**src/rtl/bin_to_bcd_seq.sv**
```systemverilog
// Sequential double-dabble (shift-add-3) binary to packed BCD converter.
// One shift per clock; a conversion takes WIDTH cycles from the accepted
// start to the done pulse. The result register holds its value between
// completed conversions.
module bin_to_bcd_seq #(
    parameter int WIDTH  = 32,
    parameter int DIGITS = 10
) (
    input  logic                  clk,
    input  logic                  rst_n,
    input  logic [WIDTH-1:0]      bin,
    input  logic                  st,
    output logic [4*DIGITS-1:0]   bcd,
    output logic                  busy,
    output logic                  done
);

    localparam int CW = $clog2(WIDTH + 1);
    localparam int SW = 4 * DIGITS;

    typedef enum logic {
        IDLE  = 1'b0,
        SHIFT = 1'b1
    } state_t;

    state_t            state_q, state_d;
    logic [WIDTH-1:0]  bin_q, bin_d;
    logic [SW-1:0]     scratch_q, scratch_d;
    logic [CW-1:0]     cnt_q, cnt_d;
    logic [SW-1:0]     bcd_q, bcd_d;
    logic              busy_q, busy_d;
    logic              done_q, done_d;

    // Scratch after the add-3 correction; a digit never exceeds 12 here,
    // so each digit is adjusted independently with no carry between digits.
    logic [SW-1:0]     adj;
    // Scratch after the left shift that pulls in the binary MSB.
    logic [SW-1:0]     shifted;

    genvar gi;
    generate
        for (gi = 0; gi < DIGITS; gi++) begin : g_digit
            // Add 3 to any digit of 5 or more before it is doubled.
            always_comb begin
                adj[gi*4 +: 4] = scratch_q[gi*4 +: 4];
                if (scratch_q[gi*4 +: 4] >= 4'd5) begin
                    adj[gi*4 +: 4] = scratch_q[gi*4 +: 4] + 4'd3;
                end
            end
        end
    endgenerate

    assign shifted = {adj[SW-2:0], bin_q[WIDTH-1]};

    // Next-state and next-output computation for the converter FSM.
    always_comb begin
        state_d   = state_q;
        bin_d     = bin_q;
        scratch_d = scratch_q;
        cnt_d     = cnt_q;
        bcd_d     = bcd_q;
        busy_d    = busy_q;
        done_d    = 1'b0;
        case (state_q)
            IDLE: begin
                if (st) begin
                    bin_d     = bin;
                    scratch_d = '0;
                    cnt_d     = CW'(WIDTH);
                    busy_d    = 1'b1;
                    state_d   = SHIFT;
                end
            end
            SHIFT: begin
                scratch_d = shifted;
                bin_d     = {bin_q[WIDTH-2:0], 1'b0};
                cnt_d     = cnt_q - CW'(1);
                if (cnt_q == CW'(1)) begin
                    bcd_d   = shifted;
                    done_d  = 1'b1;
                    busy_d  = 1'b0;
                    state_d = IDLE;
                end
            end
            default: begin
                state_d = IDLE;
                busy_d  = 1'b0;
            end
        endcase
    end

    // State and output registers; reset abandons any conversion in flight.
    always_ff @(posedge clk) begin
        if (!rst_n) begin
            state_q   <= IDLE;
            bin_q     <= '0;
            scratch_q <= '0;
            cnt_q     <= '0;
            bcd_q     <= '0;
            busy_q    <= 1'b0;
            done_q    <= 1'b0;
        end else begin
            state_q   <= state_d;
            bin_q     <= bin_d;
            scratch_q <= scratch_d;
            cnt_q     <= cnt_d;
            bcd_q     <= bcd_d;
            busy_q    <= busy_d;
            done_q    <= done_d;
        end
    end

    assign bcd  = bcd_q;
    assign busy = busy_q;
    assign done = done_q;

endmodule

```
**config.mk**
```make
export PLATFORM = sky130hd
export DESIGN_NAME = bin_to_bcd_seq
export DESIGN_NICKNAME = d
export VERILOG_FILES = /design/src/rtl/bin_to_bcd_seq.sv
export SDC_FILE = /design/constraint.sdc
export NUM_CORES = 1
export LEC_CHECK = 0
export ABC_AREA = 1
export BUFFER_PORTS_ARGS = -buffer_cell sky130_fd_sc_hd__buf_2
export CAP_MARGIN = 20
export CORE_MARGIN = 2
export CORE_UTILIZATION = 50
export CTS_BUF_LIST = sky130_fd_sc_hd__clkbuf_8
export DETAILED_ROUTE_END_ITERATION = 8
export HOLD_SLACK_MARGIN = 0.02
export MAX_ROUTING_LAYER = met4
export PLACE_DENSITY_LB_ADDON = 0.25
export SYNTH_ARGS = -nofsm -noshare
export SYNTH_HDL_FRONTEND = slang
export SYNTH_SLANG_ARGS = --single-unit
```
**constraint.sdc**
```tcl
create_clock -name clk -period 1.5 [get_ports clk]
set_input_delay 0.3 -clock clk [delete_from_list [all_inputs] [get_ports clk]]
set_output_delay 0.3 -clock clk [all_outputs]
set_load 0.005 [all_outputs]
```
# Yosys cells after proc, flatten, opt, wreduce, memory -nomap -nowiden

Cells that the tools add are included.

Register bits after elaboration: 121
Bits of input ports: 35
Output and inout bits: 42
Word-level logic and storage cells: 58

Add/sub/neg operators: 11
$lt $le $gt $ge: 10
Equality and inequality tests: 3
Mux-type cells: 23
Bitwise gates (word level): 1
Reductions and logical operators: 3

Operator list:

| operator              | count |
|---|---|
| $pmux W40 S2          | 1 |
| $pmux W32 S2          | 1 |
| $ge A4 B3 Y1 const B  | 10 |
| $mux W40              | 1 |
| $add A4 B2 Y4 const B | 9 |
| $mux W4               | 9 |
| $mux W32              | 1 |
| $pmux W6 S2           | 1 |
| $eq A6 B1 Y1 const B  | 1 |
| $mux W6               | 1 |
| $reduce_and A2 Y1     | 3 |
| $sub A6 B1 Y6 const B | 1 |
| $mux W1               | 5 |
| $pmux W1 S2           | 2 |
| $add A3 B2 Y3 const B | 1 |
| $mux W3               | 1 |
| $ne A2 B1 Y1 const B  | 1 |
| $ne A2 B2 Y1 const B  | 1 |
| $not A1 Y1            | 1 |

# Depth between registers and ports, before layout

Gate-level depths: netlist of the first run.

Depth in word-level cells: 3
Depth in mapped cells: 8
Depth with buffers taken out: 8

# Worst setup path after synthesis of the first run

No wires, ideal clock.

Path type: register to register
Start point: register scratch_q[8]
End point: register scratch_q[10]
Setup time: 132 ps
Data arrival time: 1,068 ps
Required time: 1,368 ps
Slack: 300 ps
Cell stages (with the launch flop): 9
Buffers on the path: 0
Clock period less this slack: 1,200 ps
Cell sequence: dfxtp_1 -> inv_1 -> ha_1 -> inv_1 -> nand2_1 -> nand3_1 -> nand2_1 -> nand3_1 -> a21oi_1

Word-level cells in the longest chain between the ends: 3
Elaborated cells between the ends (all ways): 4
Those cells by class: add/sub (1); order compare (1); mux (2)

RTL lines:

| element                                       | RTL line | text |
|---|---|---|
| start: declaration                            | 28       | `logic [SW-1:0] scratch_q, scratch_d;` |
| start signal: assignment                      | 105      | `scratch_q <= scratch_d;` |
| $add A4 B2 Y4 or $ge A4 B3 Y1 (tied branches) | 47, 46   |  |
| $mux W4 (*)                                   | 46       | `if (scratch_q[gi*4 +: 4] >= 4'd5) begin` |
| $pmux W40 S2 (*)                              | 64       | `case (state_q)` |

Every way passes the cells marked *; elsewhere a longest branch is shown, timed or not.
A chain may end at the register's enable or synchronous reset.

# Final worst setup path of the first run

Start point: register scratch_q[25]
End point: register scratch_q[26]

The elaborated chain is that of the path after synthesis.

==> flow_summary_export.csv, run 1 <==
group,metric,value,unit
status,status,"completed",
floorplan,die-area,12100,sq um
worst_setup_path,r2r_start,"scratch_q[25]",
sta,slew_headroom,0.795,
clock_network,root_buffer,"clkbuf_8",
synth,yosys.area.top_type,"dfxtp_1",
clock_network,cts_sinks,121,
synth,synth_area,5600,sq um
synth,synth_area_leaders,"dfxtp_1 (43%), nand2_1 (22%), nand3_1 (8.5%)",
worst_setup_path,crit_type,"reg -> reg",
layout,multi_input_area,2700,sq um
power_and_ir_drop,p_total,6410,uW
sta,period_share,0.945,
clock_network,htree_num_levels,4,
synth,synth_top_area_share,0.433,
worst_setup_path,crit_path_end_kind,"flip-flop",
worst_setup_path,cpPeakStageDelay,0.37,ns
min_path,hold_path_depth,3,
sta,finalSetupViolCount,0,
min_path,hp-start,"bin[0]",
global_routing,antenna_found_initial,0,
flow_run,cap_violations,0,
synth,ys_seq_area_frac,0.433,
placement,gp_congestion,0.865,
worst_setup_path,crit_arrival,1.73,ns
clock_network,postCtsHoldBufs,0,
clock_network,path_clk_slew,0.07,ns
worst_setup_path,ff2ff_path_depth,8,
worst_setup_path,cp.buffers_inverters,2,
floorplan,io_pins,77,
synth,yosys_warnings,0,
detailed_routing,remaining_drc_errors,0,
detailed_routing,avgViaCountPerCell,4.97,
worst_setup_path,worst_setup_path_start_kind,"flip-flop",
sta,fin_skew,0.0158,ns
worst_setup_path,rrSetupSlack,0.08,ns
sta,tightest_slew,0.308,ns
layout,seqCellArea,2420,sq um
worst_setup_path,cp_slowest_cell,"dfxtp_1",
detailed_routing,antenna_left,0,
worst_setup_path,critical_path.top_delay_family,"simple AND/OR/NAND/NOR gates",
floorplan,core,10900,sq um
synth,synth.net_count,870,
floorplan,die_y,110,um
detailed_routing,drtPass1Iterations,5,
min_path,hold_class,"in -> reg",
detailed_routing,drtIter0Drc,328,
synth,synth.avg_cell_area,6.88,sq um
synth,ys_ff_latch,121,
floorplan,fp.dieW,110,um
layout,insertedDiodeCount,0,
detailed_routing,routed-via-count,5205,
sta,max_freq,0.705,GHz
power_and_ir_drop,p_leak,0.00337,uW
placement,dp_hpwl,7800,um
layout,drive_gt1_frac,0.151,
global_routing,grt_pass1_wl,20300,um
global_routing,grt_max_degree,47,
floorplan,fp-row-count,38,
worst_setup_path,path_max_fanout,4,
layout,syn2layout_area_growth,17.5,%
sta,whs,0.116,ns
placement,pre_cts_ws,0.154,ns
sta,post-route-min-period,1.42,ns
placement,portBuffers,76,
sta,finalHoldViolCount,0,
worst_setup_path,path_cells,"inv_1 > ha_1 > inv_1 > nand2_1 > nand3_1 > nand2_1 > nand3_1 > a21oi_1",
global_routing,grtUsageTotal,0.216,
detailed_routing,routed_wl,12100,um
synth,synth_cell_types,19,
min_path,min_delay_worst_endpoint,"bin_q[0]",
clock_network,tritoncts,"built",
power_and_ir_drop,vdd_drop_max,0.000526,V
clock_network,insertion_delay,0.44,ns
layout,final_nets,952,
detailed_routing,wire_per_inst,11.5,um
sta,setup_slack,0.0824,ns
sta,slew_violations,0,
floorplan,initial_core_util,0.514,
layout,fill_cells,1024,
global_routing,grt-ovfl-total,0,
synth,synth_cells,813,
layout,post-route-util,0.604,
clock_network,cts_made_buffers,17,
worst_setup_path,required,1.81,ns
worst_setup_path,r2r-end,"scratch_q[26]",
clock_network,max-clock-path-buffers,2,
global_routing,grt_pass1_vias,4786,
power_and_ir_drop,power_density,976,nW/um^2
## state kept, by name, indices dropped and copies added (netlist names)
name and cells:
busy 1, bcd 40, scratch_q 40, state_q 1, cnt_q 6, done 1
bin_q 32
## layout make-up
class,instances,area share
clock inverter,15,0.0173
sequential,121,0.369
clock buffer,17,0.0356
inverter,81,0.0463
tap,140,0.0267
multi-input combinational,576,0.410
timing repair buffer,98,0.0952
## repair_timing
action / 4_1_cts / 5_1_grt
setup endpoints to repair: 0 / 4
buffers inserted: 0 / 0
resized for setup: 0 / 2
## per-stage QoR
step / TNS [ns] / cell area (sq um) / std cells
after detailed placement: 0 / 6200 / 1015
after global routing: -0.0774 / 6570 / 1048
after floorplan: 0 / 5600 / 813
after CTS: 0 / 6540 / 1047
after global placement: 0 / 6200 / 1015
final: 0 / 6570 / 1048
## tightest hold or removal path, cell delays in order
cell and delay (ns):
buf_2 0.09, nand2_1 0.05, a21oi_1 0.05
## power breakdown
group	internal [uW]	switching, uW	leakage (uW)	total [uW]
Sequential	3290	48.9	0.000982	3330
Clock	1270	1320	0.000175	2600
Combinational	185	299	0.00221	484
Total	4740	1670	0.00337	6410
## cell usage after synthesis
| cell type | number |
|---|---|
| o21ai_0 | 10 |
| buf_2 | 15 |
| o21a_1 | 1 |
| nand2_1 | 332 |
| inv_2 | 3 |
| nand4_1 | 21 |
| ha_1 | 22 |
| or2_2 | 1 |
| nor2_1 | 13 |
| a211oi_1 | 1 |
| nand3_1 | 95 |
| a22oi_1 | 14 |
| nor2_2 | 1 |
| a21oi_1 | 65 |
| buf_4 | 9 |
| clkbuf_1 | 3 |
| dfxtp_1 | 121 |
| buf_1 | 8 |
| inv_1 | 78 |
## layer usage
layer	vias up	share of wire	global-route usage
met2	92	0.46	0.345
met5	-	0	-
met4	0	0.015	0.0814
met3	20	0.040	0.0474
met1	2313	0.48	0.267
li1	2780	-	-
## layout by cell type, fill, tap and decap left out, drive strengths merged
cell type	n
clkinv	7
dfxtp	121
a22oi	14
inv	83
a21oi	65
nand4	21
clkbuf	18
bufinv	1
nand2	332
nor2	14
o21ai	10
clkinvlp	5
a211oi	1
nand3	95
ha	22
or2	1
o21a	1
buf	97
## logic make-up after synthesis
kind of cell,Yosys count,share of synthesized area
and+or+nand+nor,463,0.342
adders and majority gates,22,0.0492
buffers and inverters,116,0.0872
AOI/OAI and AO/OA,91,0.0886
DFF,121,0.433
## how the worst max path moves through the flow
stage                          endpoint          start  slack, ns  cells after the start
after floorplan           scratch_q[10]   scratch_q[8]       0.30                      8
after global placement    scratch_q[13]  scratch_q[12]       0.17                      8
after detailed placement  scratch_q[18]  scratch_q[16]       0.15                      8
after CTS                 scratch_q[14]  scratch_q[12]       0.12                      8
after global routing      scratch_q[26]  scratch_q[25]      -0.04                      8
final                     scratch_q[26]  scratch_q[25]       0.08                      8
Note: power is estimated with default switching activity, not from simulation.
==> run 2: changes to the inputs <==
--- a/config.mk
+++ b/config.mk
@@ -13,7 +13,6 @@
 export CTS_BUF_LIST = sky130_fd_sc_hd__clkbuf_8
 export DETAILED_ROUTE_END_ITERATION = 8
 export HOLD_SLACK_MARGIN = 0.02
-export MAX_ROUTING_LAYER = met4
 export PLACE_DENSITY_LB_ADDON = 0.25
 export SYNTH_ARGS = -nofsm -noshare
 export SYNTH_HDL_FRONTEND = slang
==> flow_summary_export.csv, run 2 (synthesis gave the netlist of run 1 again) <==
group,metric,value,unit
detailed_routing,drtIter0Drc,331,
floorplan,io_pins,77,
layout,final_cell_mix,"nand2_1 (331), dfxtp_1 (119), nand3_1 (95)",
worst_setup_path,critPathLaunch,"scratch_q[25]",
worst_setup_path,crit_path_end_kind,"flip-flop",
status,status,"completed",
global_routing,grt_pass1_wl,20300,um
floorplan,initial_core_util,0.514,
sta,finalHoldViolCount,0,
sta,slew_violations,0,
sta,post-route-min-period,1.42,ns
global_routing,grtUsageTotal,0.210,
global_routing,antenna_found_initial,0,
layout,drive_gt1_frac,0.151,
layout,syn2layout_area_growth,17.5,%
layout,finalInstanceArea,6570,sq um
clock_network,root_buffer,"clkbuf_8",
clock_network,postCtsHoldBufs,0,
sta,finalSetupViolCount,0,
layout,fin_cells,1048,
detailed_routing,routed_wl,12100,um
clock_network,htree_num_levels,4,
floorplan,die_y,110,um
worst_setup_path,path_max_fanout,4,
min_path,hp-start,"bin[0]",
floorplan,die-area,12100,sq um
worst_setup_path,crit_arrival,1.73,ns
sta,period_share,0.945,
detailed_routing,remaining_drc_errors,0,
sta,slew_headroom,0.789,
floorplan,fp.dieW,110,um
layout,layout_commonest_cell,"nand2_1",
sta,max_freq,0.705,GHz
clock_network,max-clock-path-buffers,2,
clock_network,cts_made_buffers,17,
layout,fill_cells,1024,
global_routing,grt_pass1_vias,4786,
worst_setup_path,path_cells,"inv_1 > ha_1 > inv_1 > nand2_1 > nand3_1 > nand2_1 > nand3_1 > a21oi_1",
layout,post-route-util,0.604,
min_path,hold_class,"in -> reg",
sta,fin_skew,0.0149,ns
layout,multi_input_area,2700,sq um
worst_setup_path,worst_setup_path_start_kind,"flip-flop",
sta,tightest_slew,0.316,ns
placement,portBuffers,76,
floorplan,fp-row-count,38,
placement,gp_congestion,0.852,
worst_setup_path,cp.buffers_inverters,2,
worst_setup_path,r2r_start,"scratch_q[25]",
worst_setup_path,critical_path.top_delay_family,"simple AND/OR/NAND/NOR gates",
layout,insertedDiodeCount,0,
floorplan,core,10900,sq um
worst_setup_path,cpPeakStageDelay,0.37,ns
clock_network,tritoncts,"built",
power_and_ir_drop,vdd_drop_max,0.000525,V
power_and_ir_drop,p_leak,0.00337,uW
detailed_routing,antenna_left,0,
global_routing,grt_max_degree,47,
sta,setup_slack,0.0822,ns
global_routing,grt-ovfl-total,0,
detailed_routing,wire_per_inst,11.5,um
worst_setup_path,crit_type,"reg -> reg",
flow_run,cap_violations,0,
worst_setup_path,required,1.82,ns
clock_network,insertion_delay,0.44,ns
detailed_routing,drtPass1Iterations,4,
placement,dp_cells,1015,
power_and_ir_drop,power_density,976,nW/um^2
detailed_routing,routed-via-count,5208,
placement,placement.cell_area,6200,sq um
placement,pre_cts_ws,0.154,ns
layout,final_nets,952,
placement,dp_hpwl,7800,um
layout,seqCellArea,2420,sq um
clock_network,path_clk_slew,0.07,ns
detailed_routing,avgViaCountPerCell,4.97,
worst_setup_path,cp_slowest_cell,"dfxtp_1",
power_and_ir_drop,p_total,6410,uW
clock_network,cts_sinks,121,
-- run 2: cell counts in the layout (fill, tap and decap cells not counted) --
No cell type changed its count.
-- run 2: per-layer routing --
| layer | GRT usage | part of all wire | vias up |
|---|---|---|---|
| met5 | 0 | 0 | - |
| met4 | 0.0814 | 0.014 | 0 |
| met3 | 0.0504 | 0.041 | 20 |
| met2 | 0.345 | 0.46 | 90 |
| met1 | 0.265 | 0.48 | 2320 |
| li1 | - | - | 2778 |
-- run 2: final timing paths --
kind,to,slack [ns],cells past startpoint
worst max-delay path,scratch_q[26],0.08,8
worst min-delay path,bin_q[0],0.12,3
worst max register to register,scratch_q[26],0.08,8
worst min register to register,bcd[35],0.44,2
-- run 2: where the power goes --
group / leakage (uW) / internal, uW / switching, uW
clock network: 0.000175 / 1270 / 1320
registers: 0.000982 / 3290 / 49.1
logic: 0.00221 / 185 / 300
-- run 2: worst reg2reg max path: stages, from the launching register on --
cell and delay [ns]:
dfxtp_1 0.37, inv_1 0.10, ha_1 0.21, inv_1 0.09, nand2_1 0.10, nand3_1 0.18
nand2_1 0.10, nand3_1 0.09, a21oi_1 0.07
-- run 2: layout make-up --
| type | instances | area share |
|---|---|---|
| Tap cell | 140 | 0.0267 |
| Timing Repair Buffer | 98 | 0.0952 |
| Multi-Input combinational cell | 576 | 0.410 |
| Clock inverter | 15 | 0.0173 |
| Clock buffer | 17 | 0.0356 |
| Sequential cell | 121 | 0.369 |
| Inverter | 81 | 0.0463 |
-- run 2: repair_timing --
item / in CTS / in global routing
setup buffers: 0 / 0
gates resized for setup: 0 / 2
setup endpoints to repair: 0 / 4
endpoints found under the hold margin: 0 / 0
-- run 2: stage by stage --
stage | setup TNS (ns) | hold slack, ns
finish | 0 | 0.116
global route | -0.0774 | 0.0996
CTS | 0 | 0.0952
detailed placement | 0 | 0.431
global placement | 0 | 0.427
floorplan | 0 | 0.442
==> run 3: changes to the inputs <==
--- a/config.mk
+++ b/config.mk
@@ -7,13 +7,13 @@
 export LEC_CHECK = 0
 export ABC_AREA = 1
 export BUFFER_PORTS_ARGS = -buffer_cell sky130_fd_sc_hd__buf_2
-export CAP_MARGIN = 20
 export CORE_MARGIN = 2
 export CORE_UTILIZATION = 50
 export CTS_BUF_LIST = sky130_fd_sc_hd__clkbuf_8
 export DETAILED_ROUTE_END_ITERATION = 8
 export HOLD_SLACK_MARGIN = 0.02
 export PLACE_DENSITY_LB_ADDON = 0.25
+export SETUP_SLACK_MARGIN = 0.3
 export SYNTH_ARGS = -nofsm -noshare
 export SYNTH_HDL_FRONTEND = slang
 export SYNTH_SLANG_ARGS = --single-unit
==> constraint.sdc (replaced) <==
create_clock -name clk -period 1.5 [get_ports clk]
set_input_delay 0.225 -clock clk [delete_from_list [all_inputs] [get_ports clk]]
set_output_delay 0.225 -clock clk [all_outputs]
set_load 0.005 [all_outputs]
==> flow_summary_export.csv, run 3 (synthesis gave the netlist of run 1 again) <==
group,metric,value,unit
power_and_ir_drop,power.switching,1660,uW
worst_setup_path,path_cells,"inv_2 > ha_4 > nand4_1 > nor2_4 > buf_12 > buf_8 > nand3_1 > nand2_1",
power_and_ir_drop,p_int,5200,uW
global_routing,grt_max_degree,47,
power_and_ir_drop,vdd_drop_max,0.000799,V
worst_setup_path,path_max_fanout,10,
detailed_routing,remaining_drc_errors,0,
placement,placement.cell_area,6190,sq um
sta,period_share,0.951,
clock_network,path_clk_slew,0.07,ns
sta,fin_tns_setup,0,ns
layout,final_nets,984,
worst_setup_path,crit_path_end_kind,"flip-flop",
power_and_ir_drop,pwr-share-clk,0.432,
floorplan,fp.dieW,110,um
global_routing,grt_pass1_wl,22000,um
global_routing,grt-ovfl-total,0,
power_and_ir_drop,p_sw_frac,0.242,
layout,final_cell_mix,"nand2_1 (289), dfxtp_1 (95), buf_2 (76)",
layout,finalInstanceArea,7780,sq um
power_and_ir_drop,p_leak,0.00405,uW
sta,slew_violations,0,
placement,gp_congestion,0.820,
clock_network,root_buffer,"clkbuf_8",
floorplan,die_y,110,um
floorplan,io_pins,77,
detailed_routing,drtIter0Drc,377,
floorplan,die-area,12100,sq um
sta,finalHoldViolCount,0,
global_routing,grt_pass1_vias,5097,
sta,finalSetupViolCount,0,
power_and_ir_drop,pwr-share-comb,0.082,
floorplan,fp-row-count,38,
clock_network,cts_made_buffers,17,
clock_network,tritoncts,"built",
worst_setup_path,worst_setup_path_start_kind,"flip-flop",
worst_setup_path,critical_path.top_delay_family,"simple AND/OR/NAND/NOR gates",
detailed_routing,routed_wl,15400,um
detailed_routing,wire_per_inst,14.2,um
flow_run,cap_violations,0,
layout,insertedDiodeCount,0,
sta,post-route-min-period,1.43,ns
placement,dp_hpwl,7970,um
floorplan,initial_core_util,0.514,
clock_network,cts_sinks,121,
clock_network,max-clock-path-buffers,2,
worst_setup_path,cp_slowest_cell,"dfxtp_2",
sta,grt_setup_unrepaired,"yes",
sta,fin_skew,0.00836,ns
sta,slew_headroom,0.735,
worst_setup_path,required,1.91,ns
sta,tightest_slew,0.398,ns
worst_setup_path,cpPeakStageDelay,0.34,ns
detailed_routing,avgViaCountPerCell,5.26,
global_routing,grtUsageTotal,0.229,
sta,max_freq,0.701,GHz
worst_setup_path,crit_type,"reg -> reg",
layout,post-route-util,0.714,
clock_network,htree_num_levels,4,
layout,layout_commonest_cell,"nand2_1",
clock_network,insertion_delay,0.46,ns
power_and_ir_drop,power_density,882,nW/um^2
detailed_routing,antenna_left,0,
worst_setup_path,cp.buffers_inverters,3,
layout,syn2layout_area_growth,39.0,%
placement,portBuffers,76,
worst_setup_path,crit_arrival,1.83,ns
detailed_routing,routed-via-count,5684,
floorplan,core,10900,sq um
power_and_ir_drop,seqPwrFrac,0.486,
global_routing,antenna_found_initial,0,
layout,drive_gt1_frac,0.363,
status,status,"completed",
detailed_routing,drtPass1Iterations,5,
min_path,hold_class,"in -> reg",
## run 3: changes by cell type in the layout (fill, tap and decap cells not counted), sizes merged
cell and delta:
clkbuf +10, buf +30, clkinvlp -4, dlygate4sd3 +1
inv -2, clkinv -3
## run 3: path summary, 6_finish.rpt
check | start | endpoint | slack, ns | depth (start not counted)
max reg2reg | cnt_q[1] | bcd[30] | 0.07 | 8
max | cnt_q[1] | bcd[30] | 0.07 | 8
min reg2reg | bcd[7] | bcd[7] | 0.44 | 2
min | bin[20] | bin_q[20] | 0.04 | 5
## run 3: worst register-to-register path, stage by stage, from the launching register on
cell,delay (ns)
dfxtp_2,0.34
inv_2,0.07
ha_4,0.12
nand4_1,0.20
nor2_4,0.21
buf_12,0.14
buf_8,0.15
nand3_1,0.09
nand2_1,0.06
## run 3: what timing repair did
item | in CTS | in global routing
endpoints found under the setup margin | 81 | 98
endpoints found under the hold margin | 1 | 0
resized for setup | 77 | 182
buffers inserted | 11 | 16
pin swaps | 11 | 47
hold buffers | 1 | 0
cloned | 0 | 6
## run 3: area by class of cell
class | count | area, sq um
Clock inverter | 6 | 57.6
Clock buffer | 26 | 358
Fill cell | 845 | 3110
Sequential cell | 121 | 2470
Tap cell | 140 | 175
Multi-Input combinational cell | 576 | 3420
Timing Repair Buffer | 130 | 958
Inverter | 81 | 344
## run 3: metal layers
metal	wire [um]	part of all wire	GRT usage	vias to the layer above
met4	338	0.022	0.0868	0
met1	6650	0.43	0.279	2644
li1	-	-	-	2849
met3	800	0.052	0.0664	34
met2	7570	0.49	0.382	157
met5	0	0	0	-
## run 3: power by group through the flow
stage	Clock, uW	Combinational [uW]	Sequential (uW)
floorplan	0	325	3390
global placement	0	468	3410
detailed placement	0	472	3410
CTS	2990	491	3330
global route	3150	633	3340
finish	2960	566	3330
## run 3: metrics by stage
| stage | total power [uW] | worst slack [ns] | hold slack (ns) | std cells |
|---|---|---|---|---|
| floorplan | 3720 | 0.300 | 0.369 | 813 |
| global placement | 3880 | 0.151 | 0.428 | 1014 |
| detailed placement | 3880 | 0.121 | 0.433 | 1014 |
| CTS | 6810 | 0.139 | 0.0320 | 1058 |
| global route | 7130 | 0.0315 | 0.0497 | 1080 |
| finish | 6860 | 0.0741 | 0.0431 | 1080 |
